**config.mk**
```make
export PLATFORM = sky130hd
export DESIGN_NAME = alu_ctrl_pipe_flat
export DESIGN_NICKNAME = d
export VERILOG_FILES = /design/src/rtl/alu_ctrl_if.sv /design/src/rtl/alu_ctrl_pipe.sv /design/src/flat_wrapper.sv
export SDC_FILE = /design/constraint.sdc
export NUM_CORES = 1
export LEC_CHECK = 0
export ABC_AREA = 1
export CORE_AREA = 2 2 52 54
export CTS_CLUSTER_SIZE = 40
export DETAILED_ROUTE_END_ITERATION = 10
export DIE_AREA = 0 0 54 56
export PLACE_DENSITY_LB_ADDON = 0.15
export REMOVE_ABC_BUFFERS = 1
export SLEW_MARGIN = 20
export SYNTH_ARGS = -nofsm -noshare
export SYNTH_HDL_FRONTEND = slang
export SYNTH_SLANG_ARGS = --single-unit
```
**constraint.sdc**
```tcl
create_clock -name clk -period 1.4 [get_ports clk]
set_input_delay 0.35 -clock clk [delete_from_list [all_inputs] [get_ports clk]]
set_output_delay 0.35 -clock clk [all_outputs]
set_load 0.01 [all_outputs]
```
**src/rtl/alu_ctrl_if.sv**
```systemverilog
// ID/EX ALU-control bus: decode-stage inputs and the registered selection returned to EX.
interface alu_ctrl_if #(
    parameter int unsigned SEL_W = 5
);
    logic             in_valid;
    logic [1:0]       alu_op;
    logic [2:0]       funct3;
    logic             funct7_5;
    logic             funct7_0;
    logic             stall_in;
    logic             flush;
    logic             out_valid;
    logic [SEL_W-1:0] alu_sel;
    logic             is_muldiv;
    logic             illegal;
    logic             busy;
    logic             stall_req;

    modport master (
        output in_valid, alu_op, funct3, funct7_5, funct7_0, stall_in, flush,
        input  out_valid, alu_sel, is_muldiv, illegal, busy, stall_req
    );

    modport slave (
        input  in_valid, alu_op, funct3, funct7_5, funct7_0, stall_in, flush,
        output out_valid, alu_sel, is_muldiv, illegal, busy, stall_req
    );
endinterface

```
**src/rtl/alu_ctrl_pipe.sv**
```systemverilog
// Registered RV32I/M ALU control at ID/EX; holds the output register for multi-cycle MUL/DIV.
module alu_ctrl_pipe #(
    parameter int unsigned SEL_W    = 5,
    parameter bit          ENABLE_M = 1'b1,
    parameter int unsigned MUL_LAT  = 3,
    parameter int unsigned DIV_LAT  = 33
) (
    input logic       clk,
    input logic       rst_n,
    alu_ctrl_if.slave bus
);
    localparam int unsigned MAX_LAT = (MUL_LAT > DIV_LAT) ? MUL_LAT : DIV_LAT;
    localparam int unsigned CNT_W   = $clog2(MAX_LAT) + 1;

    localparam logic [CNT_W-1:0] MUL_LOAD = CNT_W'(MUL_LAT - 1);
    localparam logic [CNT_W-1:0] DIV_LOAD = CNT_W'(DIV_LAT - 1);

    localparam logic [4:0] C_AND  = 5'b00000;
    localparam logic [4:0] C_OR   = 5'b00001;
    localparam logic [4:0] C_ADD  = 5'b00010;
    localparam logic [4:0] C_XOR  = 5'b00011;
    localparam logic [4:0] C_SLL  = 5'b00100;
    localparam logic [4:0] C_SRL  = 5'b00101;
    localparam logic [4:0] C_SUB  = 5'b00110;
    localparam logic [4:0] C_SRA  = 5'b00111;
    localparam logic [4:0] C_SLT  = 5'b01000;
    localparam logic [4:0] C_SLTU = 5'b01001;
    localparam logic [4:0] C_MUL  = 5'b01010;

    logic [4:0]       base_c;
    logic             base_bad_c;
    logic [4:0]       code_c;
    logic             bad_c;
    logic             mul_c;
    logic             div_c;
    logic [SEL_W-1:0] sel_c;
    logic             hold_c;
    logic             capture_c;
    logic [CNT_W-1:0] cnt_q;
    logic [CNT_W-1:0] cnt_next_c;

    // Base integer decode shared by R- and I-type; only ADD/SUB and SRL/SRA use bit 30.
    always_comb begin
        base_c     = C_ADD;
        base_bad_c = 1'b0;
        case (bus.funct3)
            3'b000: base_c = bus.funct7_5 ? C_SUB : C_ADD;
            3'b001: begin base_c = C_SLL;  base_bad_c = bus.funct7_5; end
            3'b010: begin base_c = C_SLT;  base_bad_c = bus.funct7_5; end
            3'b011: begin base_c = C_SLTU; base_bad_c = bus.funct7_5; end
            3'b100: begin base_c = C_XOR;  base_bad_c = bus.funct7_5; end
            3'b101: base_c = bus.funct7_5 ? C_SRA : C_SRL;
            3'b110: begin base_c = C_OR;   base_bad_c = bus.funct7_5; end
            default: begin base_c = C_AND; base_bad_c = bus.funct7_5; end
        endcase
    end

    // Top-level decode; M codes are contiguous from MUL, funct3[2] splits MUL from DIV/REM.
    always_comb begin
        code_c = C_ADD;
        bad_c  = 1'b0;
        mul_c  = 1'b0;
        div_c  = 1'b0;
        case (bus.alu_op)
            2'b00: code_c = C_ADD;
            2'b01: code_c = C_SUB;
            2'b10: begin
                if (bus.funct7_0) begin
                    if (ENABLE_M) begin
                        code_c = C_MUL + {2'b00, bus.funct3};
                        mul_c  = ~bus.funct3[2];
                        div_c  = bus.funct3[2];
                    end else begin
                        bad_c = 1'b1;
                    end
                end else begin
                    code_c = base_c;
                    bad_c  = base_bad_c;
                end
            end
            default: begin
                if (bus.funct3 != 3'b000) begin
                    code_c = base_c;
                    bad_c  = base_bad_c;
                end
            end
        endcase
        sel_c = bad_c ? {SEL_W{1'b1}} : SEL_W'(code_c);
    end

    assign hold_c    = bus.stall_in | bus.busy;
    assign capture_c = ~bus.flush & ~hold_c;

    // Occupancy counter runs down regardless of stall_in; loads only on capture.
    always_comb begin
        cnt_next_c = (cnt_q != '0) ? cnt_q - CNT_W'(1) : cnt_q;
        if (bus.flush) begin
            cnt_next_c = '0;
        end else if (capture_c && bus.in_valid) begin
            if (mul_c)      cnt_next_c = MUL_LOAD;
            else if (div_c) cnt_next_c = DIV_LOAD;
        end
    end

    always_ff @(posedge clk) begin
        if (!rst_n) begin
            bus.out_valid <= 1'b0;
            bus.alu_sel   <= SEL_W'(C_ADD);
            bus.is_muldiv <= 1'b0;
            bus.illegal   <= 1'b0;
            bus.busy      <= 1'b0;
            bus.stall_req <= 1'b0;
            cnt_q         <= '0;
        end else begin
            cnt_q         <= cnt_next_c;
            bus.busy      <= (cnt_next_c != '0);
            bus.stall_req <= (cnt_next_c != '0);
            if (bus.flush) begin
                bus.out_valid <= 1'b0;
                bus.alu_sel   <= SEL_W'(C_ADD);
                bus.is_muldiv <= 1'b0;
                bus.illegal   <= 1'b0;
            end else if (capture_c) begin
                bus.out_valid <= bus.in_valid;
                bus.alu_sel   <= bus.in_valid ? sel_c : SEL_W'(C_ADD);
                bus.is_muldiv <= bus.in_valid & (mul_c | div_c);
                bus.illegal   <= bus.in_valid & bad_c;
            end
        end
    end
endmodule

```
**src/flat_wrapper.sv**
```systemverilog
// flat-port wrapper written by rule: the top's interface ports become plain ports
module alu_ctrl_pipe_flat 
#(
    parameter int unsigned SEL_W    = 5,
    parameter bit          ENABLE_M = 1'b1,
    parameter int unsigned MUL_LAT  = 3,
    parameter int unsigned DIV_LAT  = 33
)
  (clk, rst_n, bus_in_valid, bus_alu_op, bus_funct3, bus_funct7_5, bus_funct7_0, bus_stall_in, bus_flush, bus_out_valid, bus_alu_sel, bus_is_muldiv, bus_illegal, bus_busy, bus_stall_req);
  alu_ctrl_if #(.SEL_W(SEL_W)) bus_i ();
  input logic clk;
  input logic rst_n;
  input wire logic [$bits(bus_i.in_valid)-1:0] bus_in_valid;
  input wire logic [$bits(bus_i.alu_op)-1:0] bus_alu_op;
  input wire logic [$bits(bus_i.funct3)-1:0] bus_funct3;
  input wire logic [$bits(bus_i.funct7_5)-1:0] bus_funct7_5;
  input wire logic [$bits(bus_i.funct7_0)-1:0] bus_funct7_0;
  input wire logic [$bits(bus_i.stall_in)-1:0] bus_stall_in;
  input wire logic [$bits(bus_i.flush)-1:0] bus_flush;
  output wire logic [$bits(bus_i.out_valid)-1:0] bus_out_valid;
  output wire logic [$bits(bus_i.alu_sel)-1:0] bus_alu_sel;
  output wire logic [$bits(bus_i.is_muldiv)-1:0] bus_is_muldiv;
  output wire logic [$bits(bus_i.illegal)-1:0] bus_illegal;
  output wire logic [$bits(bus_i.busy)-1:0] bus_busy;
  output wire logic [$bits(bus_i.stall_req)-1:0] bus_stall_req;
  assign bus_i.in_valid = bus_in_valid;
  assign bus_i.alu_op = bus_alu_op;
  assign bus_i.funct3 = bus_funct3;
  assign bus_i.funct7_5 = bus_funct7_5;
  assign bus_i.funct7_0 = bus_funct7_0;
  assign bus_i.stall_in = bus_stall_in;
  assign bus_i.flush = bus_flush;
  assign bus_out_valid = bus_i.out_valid;
  assign bus_alu_sel = bus_i.alu_sel;
  assign bus_is_muldiv = bus_i.is_muldiv;
  assign bus_illegal = bus_i.illegal;
  assign bus_busy = bus_i.busy;
  assign bus_stall_req = bus_i.stall_req;
  alu_ctrl_pipe #(.SEL_W(SEL_W), .ENABLE_M(ENABLE_M), .MUL_LAT(MUL_LAT), .DIV_LAT(DIV_LAT)) u_core (.clk(clk), .rst_n(rst_n), .bus(bus_i));
endmodule
```
Word-level counts from Yosys, hierarchy flattened
Index checks and enable logic that the tools add are counted.
Operators by class
  $add $sub $neg: 2
  eq/ne operators: 8
  multiplexer cells: 21
  bitwise operators: 9
  reduce and logical (&&, ||, !) cells: 9
Operators with widths (count)
  two-way mux 7 bit: 5
  one-hot mux 5 bit (7 select lines): 1
  two-way mux 5 bit: 4
  one-hot mux 5 bit (3 select lines): 1
  nonzero test 7 bit: 2
  == test 3 bit (second input constant): 3
  two-way mux 1 bit: 7
  subtractor 7 x 1 -> 7 bit (second input constant): 1
  == test 3 x 2 -> 1 bit (second input constant): 2
  OR reduction 2 bit: 3
  adder 4 x 3 -> 5 bit (first input constant): 1
  NOT 1 bit: 4
  AND 1 bit: 3
  == test 3 x 1 -> 1 bit (second input constant): 1
  logical NOT 3 bit: 1
  two-way mux 3 bit: 1
  nonzero test 3 bit: 1
  == test 2 x 1 -> 1 bit (second input constant): 1
  == test 2 bit (second input constant): 1
  logical NOT 2 bit: 1
  two-way mux 2 bit: 1
  OR 1 bit: 2
  one-hot mux 1 bit (2 select lines): 1
  logical AND 1 bit: 1
Storage, ports and cells
  bits in registers: 16
  output and inout bits: 10
  logic and storage cells: 55

Depth between registers and ports, before layout
Gate-level depths: netlist of the first run.
  word-level depth: 7
  depth in mapped cells: 11
  mapped depth without buffers: 11

Least setup slack after synthesis of the first run
No wires, ideal clock.
  path type: reg-to-reg
  from: register u_core.cnt_q[0]
  to: register u_core.bus.stall_req
  arrival: 1300 ps
  data required time: 1280 ps
  setup slack: -20 ps
  stages on the path, launching flop included: 12
  path buffers: 0
  clock period less this slack: 1420 ps
  cells stage by stage: dfxtp_1 -> inv_1 -> ha_1 -> inv_1 -> nor2_1 -> nand3_2 -> nand2_1 -> nor2_4 -> nand2_1 -> nand3_1 -> nor2_1 -> a21oi_1
Between the ends
  word-level cells in the longest chain between the ends: 7
  elaborated cells on any way between the ends: 8
  those cells by class: 1 x add/sub; 5 x mux; 2 x reduce/logical
RTL lines
  start: declaration: line alu_ctrl_pipe.sv:39  | logic [CNT_W-1:0] cnt_q;
  start signal: assignment: line alu_ctrl_pipe.sv:115  | cnt_q <= cnt_next_c;
  subtractor 7 x 1 -> 7 bit / nonzero test 7 bit (equally long branches): line alu_ctrl_pipe.sv:96  | cnt_next_c = (cnt_q != '0) ? cnt_q - CNT_W'(1) : cnt_q;
  two-way mux 7 bit (*): line alu_ctrl_pipe.sv:96
  two-way mux 7 bit: line alu_ctrl_pipe.sv:101  | else if (div_c) cnt_next_c = DIV_LOAD;
  two-way mux 7 bit: line alu_ctrl_pipe.sv:100  | if (mul_c) cnt_next_c = MUL_LOAD;
  two-way mux 7 bit (*): line alu_ctrl_pipe.sv:99  | end else if (capture_c && bus.in_valid) begin
  two-way mux 7 bit (*): line alu_ctrl_pipe.sv:97  | if (bus.flush) begin
  nonzero test 7 bit (*): line alu_ctrl_pipe.sv:117  | bus.stall_req <= (cnt_next_c != '0);
  end signal: assignment: line alu_ctrl_pipe.sv:117
  end: declaration: line alu_ctrl_if.sv:26  | output out_valid, alu_sel, is_muldiv, illegal, busy, stall_req
Mark *: on every way between the ends. The rest lies on a longest branch, timed or not.
A chain may end at the register's enable or synchronous reset.

Final worst setup path of the first run
Same ends and word-level chain as after synthesis.

==> results of run 1 <==
## path summary, 6_finish.rpt
kind                                to  slack [ps]          startpoint  cells after the start
setup reg to reg  u_core.bus.stall_req          10     u_core.cnt_q[0]                     11
hold reg to reg     u_core.bus.illegal         460  u_core.bus.illegal                      2
setup / recovery  u_core.bus.stall_req          10     u_core.cnt_q[0]                     11
hold / removal      u_core.bus.illegal         460  u_core.bus.illegal                      2
## registers in the layout, summed over array words and instances, names as in the netlist
| signal | cells |
|---|---|
| u_core.bus.stall_req | 1 |
| u_core.bus.illegal | 1 |
| u_core.bus.out_valid | 1 |
| u_core.bus.is_muldiv | 1 |
| u_core.cnt_q | 7 |
| u_core.bus.alu_sel | 5 |
## stage by stage
step / hold WS, ps / setup TNS (ps) / instance area (um^2)
2_1_floorplan: 476 / -20.1 / 1020
3_3_place_gp: 452 / -4580 / 1470
3_5_place_dp: 457 / -4860 / 1470
4_1_cts: 468 / 0 / 1540
5_1_grt: 495 / -224 / 1590
6_report: 461 / 0 / 1590
## worst min-delay path, cell delays in order (launching register included)
cell and delay [ps]:
dfxtp_1 310, nand2_1 60, a21oi_1 50
## cells in the final DEF, fill, tap and decap left out, types with 3 or more instances in the layout
master / Yosys / routed
nand2_1: 41 / 34
buf_4: 1 / 31
nor2_1: 20 / 17
dlygate4sd2_1: 0 / 17
inv_1: 17 / 13
dfxtp_1: 16 / 13
a21oi_1: 12 / 11
nand3_1: 10 / 9
inv_2: 3 / 6
nand2_2: 0 / 6
nor2_4: 4 / 5
nor2_2: 3 / 5
nand2_4: 2 / 3
nand4_1: 3 / 3
nand3_2: 3 / 3
o21ai_0: 4 / 3
clkbuf_4: 0 / 3
dlymetal6s2s_1: 0 / 3
dfxtp_2: 0 / 3
## logic make-up after synthesis
logic type                 share of synthesized area
and+or+nand+nor                                0.435
AOI/OAI and AO/OA                              0.117
buffers and inverters                         0.0838
DFF                                            0.311
adders and majority gates                     0.0365
xor gates and xnor gates                      0.0170
## layer usage
layer,global-route usage,vias to the layer above,part of all wire
met5,0,-,0
met4,0.0929,0,0.021
met3,0.00806,5,0.027
met2,0.303,19,0.47
met1,0.264,506,0.49
li1,-,607,-
## what timing repair did
action,in CTS,in global routing
setup endpoints to repair,16,11
buffers inserted,3,2
pin swaps,15,14
gates resized for setup,39,9
## where the power goes
group / switching [W] / internal, W
Combinational: 0.00103 / 0.000907
Clock: 0.000143 / 0.000100
Sequential: 0.000106 / 0.000557
Total: 0.00128 / 0.00156
## layout make-up
class / count / share of cell area
clock buffers: 3 / 0.0142
inverters: 21 / 0.0512
multi-input cells: 117 / 0.437
flip-flops and latches: 16 / 0.204
well taps: 30 / 0.0236
repair buffers: 52 / 0.270
==> flow_metrics.env, run 1 <==
export IMPL_status="completed"
export IMPL_tritoncts="built"
export IMPL_yosys_cell_types_count=26
export IMPL_overflow=0
export IMPL_worst_path_largest_cell_delay_ps=340
export IMPL_first_pass_iters=4
export IMPL_vdd_drop_max_mv=1.33
export IMPL_cp_cell_sequence="inv_4 > ha_4 > inv_2 > nor2_4 > nand3_4 > nand2_1 > nand2_1 > nand2_2 > nand3_2 > nor2_2 > a21oi_1"
export IMPL_worstMarginPinSlew_ps=267
export IMPL_instances_no_fill=239
export IMPL_die_x_um=54
export IMPL_critPathMostFrequentCell="nand2_1"
export IMPL_htreeDepth=1
export IMPL_cp_end_kind="register"
export IMPL_wirelength_mm=2.63
export IMPL_ys_seq_area_frac=0.311
export IMPL_seq_area_um2=324
export IMPL_grt_max_degree=9
export IMPL_start_kind="register"
export IMPL_dieHeight_um=56
export IMPL_total_power_w=0.00284
export IMPL_drt_iter0_drc=22
export IMPL_path_class="reg -> reg"
export IMPL_ys_async_sr_fraction=0
export IMPL_rows=18
export IMPL_num_fill_cells=232
export IMPL_yosysTopAreaCellShare=0.311
export IMPL_hpwl_mm=1.98
export IMPL_clk_pin_slew_ps=90
export IMPL_cp_num_buf_inv=2
export IMPL_postCtsHoldBufs=0
export IMPL_cts_buffers=3
export IMPL_placed_cells=231
export IMPL_synthCells=155
export IMPL_synth_edf_count=0
export IMPL_hp_class="reg -> reg"
export IMPL_antenna_found_initial=0
export IMPL_coreArea_mm2=0.00243
export IMPL_cts_root_buf="clkbuf_4"
export IMPL_clock_sinks=16
export IMPL_critPathArrivalTime_ps=1570
export IMPL_first_global_vias=1089
export IMPL_slew_viol_final=0
export IMPL_final_setup_viol_count=0
export IMPL_ys_ff_latch=16
export IMPL_max_freq_ghz=0.722
export IMPL_worst_slack_ps=14.6
export IMPL_ant_nets=0
export IMPL_critPathRequiredTime_ps=1580
export IMPL_port_buffers=21
export IMPL_drv_cap=0
export IMPL_drive_gt1_frac=0.349
export IMPL_wl_per_cell_um=11.0
export IMPL_yosys_warnings=0
export IMPL_diodes=0
export IMPL_vias_per_cell=4.76
export IMPL_dieArea_mm2=0.00302
export IMPL_synth_most_common_cell="nand2_1"
export IMPL_synth_top_flop_cell="dfxtp_1"
export IMPL_crit_family="simple AND/OR/NAND/NOR gates"
export IMPL_dp_slack_ps=-452
export IMPL_synth_common_cells="41 x nand2_1, 20 x nor2_1, 17 x inv_1"
export IMPL_leakage_nw=0.819
export IMPL_clk_insertion_delay_late_ps=290
export IMPL_finalCriticalPeriod_ps=1390
export IMPL_maxSlewHeadroom=0.822
export IMPL_grt_util_all_layers=0.193
export IMPL_avgSynthCellArea_um2=6.64
export IMPL_final_util=0.653
export IMPL_final_nets=226
export IMPL_drc=0
export IMPL_path_max_fanout=4
export IMPL_clock_skew_ps=4.58
export IMPL_multi_input_area_um2=693
export IMPL_io_pin_count=22
export IMPL_synth_area_leader_cell="dfxtp_1"
export IMPL_synth_area_top_cells="dfxtp_1 31%, nand2_1 15%, nor2_1 7.3%"
export IMPL_syn_to_final_growth_pct=54.2
export IMPL_grt_first_pass_wirelength_mm=4.48
export IMPL_rsz0062_at_grt="yes"
export IMPL_fin_crit_sh=0.990
export IMPL_syn_area_mm2=0.00103
export IMPL_via_count=1137
export IMPL_place_congestion=0.914
export IMPL_powerDensity_mw_per_mm2=1790
export IMPL_crit_slowest_cell="dfxtp_2"
export IMPL_finalHoldViolCount=0
export IMPL_cts_buffer_depth=2
export IMPL_start_util=0.423
Note: power is estimated with default switching activity, not from simulation.
==> inputs of run 2 (changes only) <==
==> constraint.sdc (replaced) <==
create_clock -name clk -period 1.56 [get_ports clk]
set_input_delay 0.39 -clock clk [delete_from_list [all_inputs] [get_ports clk]]
set_output_delay 0.39 -clock clk [all_outputs]
set_load 0.01 [all_outputs]
==> flow_metrics.env, run 2 (synthesis gave the netlist of run 1 again) <==
export IMPL_start_kind="input port"
export IMPL_max_freq_ghz=0.683
export IMPL_clk_pin_slew_ps=90
export IMPL_dieHeight_um=56
export IMPL_first_pass_iters=4
export IMPL_worst_path_largest_cell_delay_ps=440
export IMPL_post_cts_buffers=0
export IMPL_antenna_found_initial=0
export IMPL_hpwl_mm=2.01
export IMPL_finalCriticalPeriod_ps=1460
export IMPL_drt_iter0_drc=21
export IMPL_final_nets=220
export IMPL_placed_cells=230
export IMPL_vdd_drop_max_mv=1.14
export IMPL_rsz0062_at_grt="yes"
export IMPL_seq_area_um2=323
export IMPL_crit_slowest_cell="clkdlybuf4s50_1"
export IMPL_finalSetupTns_ps=0
export IMPL_wirelength_mm=2.44
export IMPL_maxSlewHeadroom=0.846
export IMPL_instances_no_fill=233
export IMPL_leakage_nw=0.847
export IMPL_mostFrequentLayoutCells="39 x nand2_1, 25 x buf_4, 18 x nor2_1"
export IMPL_postCtsHoldBufs=0
export IMPL_cts_buffers=3
export IMPL_cts_root_buf="clkbuf_4"
export IMPL_place_congestion=0.900
export IMPL_final_setup_viol_count=0
export IMPL_num_fill_cells=226
export IMPL_drv_cap=0
export IMPL_cp_cell_sequence="clkdlybuf4s50_1 > nor2_4 > nand2_4 > nor2_4 > a21oi_1 > nand2_1 > nand2_1 > nor2_2 > a21oi_1"
export IMPL_multi_input_area_um2=638
export IMPL_grt_first_pass_wirelength_mm=4.13
export IMPL_diodes=0
export IMPL_die_x_um=54
export IMPL_io_pin_count=22
export IMPL_syn_to_final_growth_pct=47.1
export IMPL_finalHoldViolCount=0
export IMPL_via_count=1113
export IMPL_path_class="in -> reg"
export IMPL_start_util=0.423
export IMPL_ant_nets=0
export IMPL_cts_buffer_depth=2
export IMPL_clock_skew_ps=3.35
export IMPL_port_buffers=21
export IMPL_wl_per_cell_um=10.5
export IMPL_clk_insertion_delay_late_ps=280
export IMPL_critPathRequiredTime_ps=1740
export IMPL_hp_class="reg -> reg"
export IMPL_slew_viol_final=0
export IMPL_drc=0
export IMPL_largest_reg_flops=7
export IMPL_dieArea_mm2=0.00302
export IMPL_overflow=0
export IMPL_tritoncts="built"
export IMPL_htreeDepth=1
export IMPL_fin_crit_sh=0.938
export IMPL_drive_gt1_frac=0.261
export IMPL_top_regs="u_core.cnt_q (7), u_core.bus.alu_sel (5)"
export IMPL_worstMarginPinSlew_ps=231
export IMPL_critPathArrivalTime_ps=1650
export IMPL_clock_sinks=16
export IMPL_status="completed"
export IMPL_grt_max_degree=9
export IMPL_grt_util_all_layers=0.177
export IMPL_vias_per_cell=4.78
export IMPL_coreArea_mm2=0.00243
export IMPL_top_register="u_core.cnt_q"
export IMPL_path_max_fanout=6
export IMPL_cp_end_kind="register"
export IMPL_final_common_cell="nand2_1"
export IMPL_powerDensity_mw_per_mm2=1420
export IMPL_first_global_vias=1047
export IMPL_rows=18
export IMPL_timing_hold_ws_ps=462
==> run 2: cell count changes in the layout (fill, tap and decap cells not counted), moves of 2 or more <==
| cell | change |
|---|---|
| clkdlybuf4s50_1 | +4 |
| inv_1 | +2 |
| buf_4 | -6 |
| ha_1 | +2 |
| nand2_2 | -4 |
| nand2_1 | +5 |
| dlymetal6s2s_1 | +7 |
| dlygate4sd2_1 | -11 |
==> run 2: report_power, final <==
group          internal (W)  total, W  switching [W]
Sequential         0.000497  0.000586      0.0000888
Clock             0.0000897  0.000218       0.000129
Combinational      0.000624   0.00135       0.000725
==> run 2: layout make-up <==
class                           count  share of cell area
Multi-Input combinational cell    117               0.421
Sequential cell                    16               0.213
Clock buffer                        3              0.0149
Timing Repair Buffer               46               0.274
Tap cell                           30              0.0248
Inverter                           21              0.0520
==> run 2: final timing paths <==
path,startpoint,endpoint,cells past startpoint,slack [ps]
worst max register to register,u_core.cnt_q[0],u_core.bus.stall_req,11,110
worst max-delay path,bus_stall_in,u_core.bus.stall_req,9,100
worst min-delay path,u_core.bus.illegal,u_core.bus.illegal,2,460
worst min register to register,u_core.bus.illegal,u_core.bus.illegal,2,460
==> run 2: metrics by stage <==
stage	worst slack, ps	utilization	total power, W	cell area [um^2]
2_1_floorplan	140	-	0.00143	1020
3_3_place_gp	-340	0.599	0.00186	1460
3_5_place_dp	-341	0.599	0.00188	1460
4_1_cts	1.76	0.608	0.00212	1480
5_1_grt	-46.5	0.623	0.00238	1520
6_report	96.3	0.623	0.00215	1520
==> run 2: routing by layer <==
layer,wire length [um],up-vias,GRT usage
met5,0,-,0
met4,40,0,0.100
met3,88,4,0.0161
met2,1110,24,0.284
met1,1200,491,0.225
li1,-,594,-
==> run 2: worst max-delay path, delay by kind of cell <==
family | cells | cell delay, ps
and+or+nand+nor | 6 | 660
buffers and inverters | 1 | 440
AOI/OAI and AO/OA | 2 | 160
==> run 2: timing repair <==
action	in CTS	in global routing
setup endpoints to repair	5	11
gates resized for setup	11	14
pin swaps	2	1
hold endpoints to repair	0	0
cloned	0	0
==> patch, RTL diff (flow settings as in run 2) <==
`SEL_W` is set to 5 in 3 places; all go to 6.
--- a/src/rtl/alu_ctrl_if.sv
+++ b/src/rtl/alu_ctrl_if.sv
@@ -1,6 +1,6 @@
 // ID/EX ALU-control bus: decode-stage inputs and the registered selection returned to EX.
 interface alu_ctrl_if #(
-    parameter int unsigned SEL_W = 5
+    parameter int unsigned SEL_W = 6
 );
     logic             in_valid;
     logic [1:0]       alu_op;
--- a/src/rtl/alu_ctrl_pipe.sv
+++ b/src/rtl/alu_ctrl_pipe.sv
@@ -1,6 +1,6 @@
 // Registered RV32I/M ALU control at ID/EX; holds the output register for multi-cycle MUL/DIV.
 module alu_ctrl_pipe #(
-    parameter int unsigned SEL_W    = 5,
+    parameter int unsigned SEL_W    = 6,
     parameter bit          ENABLE_M = 1'b1,
     parameter int unsigned MUL_LAT  = 3,
     parameter int unsigned DIV_LAT  = 33
--- a/src/flat_wrapper.sv
+++ b/src/flat_wrapper.sv
@@ -1,7 +1,7 @@
 // flat-port wrapper written by rule: the top's interface ports become plain ports
 module alu_ctrl_pipe_flat 
 #(
-    parameter int unsigned SEL_W    = 5,
+    parameter int unsigned SEL_W    = 6,
     parameter bit          ENABLE_M = 1'b1,
     parameter int unsigned MUL_LAT  = 3,
     parameter int unsigned DIV_LAT  = 33
Ports: changed (resized bus_alu_sel); port bits go from 22 to 23. No check against the original RTL was run, so the function may have changed too.
==> patch against run 2 <==
Area after synthesis decreased by 0.24%. Routed wire length increased by 9.8%. Power decreased by 14%. Worst setup slack got worse by 66 ps. Final area increased by 1.4%. First-iteration DRC count unchanged. Non-clock buffer count increased by 3. Final cell count increased by 3.0%. Via count increased by 5.8%. Sequential cell count unchanged.
==> patch: results (changes against run 2) <==
- Mean routed wirelength per cell: 11.2 µm (was 10.5 µm)
- Worst Path Max Fanout: 5 (was 6)
- Port bufs: 22 (was 21)
- Area contributors post-synth: dfxtp_1 (31%), nand2_1 (16%), inv_1 (9.1%) (was dfxtp_1 (31%), nand2_1 (15%), nor2_1 (7.3%))
- Num CTS Buffers: 3 (unchanged)
- Hold path start: u_core.bus.is_muldiv (was u_core.bus.illegal)
- Arr. time, crit path: 1720 ps (was 1650 ps)
- Seq group: 0.000543 W (was 0.000586 W)
- Combinational share of power: 56.1% (was 62.6%)
- Post-synthesis sequential area ratio: 31.2% (was 31.1%)
- Skew-Pair Late Insertion Delay: 280 ps (about the same)
- GRT Total Usage: 19.3% (was 17.7%)
- Largest net degree at the start of global routing: 10 (was 9)
- Async SR Flop Fraction: 0% (unchanged)
- Synth top cells by count: nand2_1 (45), inv_1 (25), dfxtp_1 (16), nor2_1 (14), a21oi_1 (13) (was nand2_1 (41), nor2_1 (20), inv_1 (17), dfxtp_1 (16), a21oi_1 (12))
- Post-Synth Adder-Cell Area: 6.09% (was 3.65%)
- Nets@finish: 228 (was 220)
- Vias in the first global route: 1121 (was 1047)
- Iter 0 DRT Violations: 21 (unchanged)
- Regs by FF count: u_core.cnt_q: 7 flops, u_core.bus.alu_sel: 6 flops (was u_core.cnt_q: 7 flops, u_core.bus.alu_sel: 5 flops)
- Synth Area in Compound Gates: 13.2% (was 11.7%)
- Cells after Synth: 159 (was 155)
- P_comb: 0.00104 W (was 0.00135 W)
- Placer Congestion: 0.867 (was 0.900)
- Int Pwr: 0.00110 W (was 0.00121 W)
- Filler Cell Count: 243 (was 226)
- Start of the worst register-to-register path: u_core.cnt_q[0] (unchanged)
- Post-DP HPWL: 2.16 mm (was 2.01 mm)
- Synth cell types: 22 (was 26)
- Xor/xnor share of the synthesized area: 0.853% (was 1.70%)
- Worst Clk Skew: 6.30 ps (was 3.35 ps)
- Flop-to-flop setup slack: 80 ps (was 110 ps)
- Status: completed (unchanged)
- Via/cell ratio: 4.91 (was 4.78)
- First-pass GRT wire length: 4.40 mm (was 4.13 mm)
- Fraction of layout cells with a size suffix above 1: 24.3% (was 26.1%)
- Start point of the critical path: bus_funct7_0 (was bus_stall_in)
- Non-Filler Instances: 240 (was 233)
- Max_slew headroom: 79.9% (was 84.6%)
- FF-to-FF path depth: 13 (was 11)
- Leak: 0.872 nW (was 0.847 nW)
## patch: cell types whose count changed after synthesis, moves of 2 or more
cell,run 2,this run
inv_2,3,0
inv_1,17,25
nor2_1,20,14
nor2_2,3,5
o21ai_0,4,6
nand3_2,3,1
ha_1,3,5
nand2_1,41,45
nor2_4,4,2
nand2_4,2,0
## patch: area by class of cell
cell class	instances	area share (%)
Multi-Input combinational cell	116	40.1
Timing Repair Buffer	49	28.0
Sequential cell	16	21.0
Inverter	25	6.11
Tap cell	30	2.44
Clock buffer	4	2.36
## patch: critical path: cells and delay by family
family / cells / cell delay (ps)
AND/OR/NAND/NOR: 9 / 790
buffers and inverters: 1 / 530
## patch: kinds of logic after synthesis
kind of cell,count (synthesis)
AOI/OAI and AO/OA,25
xor gates and xnor gates,1
adders and majority gates,5
buffers and inverters,27
DFF,16
and+or+nand+nor,85
## patch: through the flow
| step | hold slack (ps) | setup slack (ps) | setup TNS (ps) | util, % |
|---|---|---|---|---|
| floorplan | 490 | 139 | 0 | - |
| global placement | 457 | -256 | -1940 | 59.9 |
| detailed placement | 458 | -282 | -2200 | 59.9 |
| CTS | 472 | 0.426 | 0 | 61.1 |
| global route | 505 | -71.1 | -71.1 | 63.2 |
| finish | 465 | 30.4 | 0 | 63.2 |
## patch: routing by layer
| layer | share of wire, % | track usage (%) |
|---|---|---|
| met5 | 0 | 0 |
| met3 | 3.2 | 5.11 |
| met4 | 1.1 | 4.29 |
| met1 | 40 | 18.9 |
| met2 | 56 | 38.0 |
## patch: timing repair
item	4_1_cts	5_1_grt
endpoints found under the setup margin	9	8
hold buffers	0	0
pin swaps	0	5
buffers inserted	0	2
resized for setup	9	17
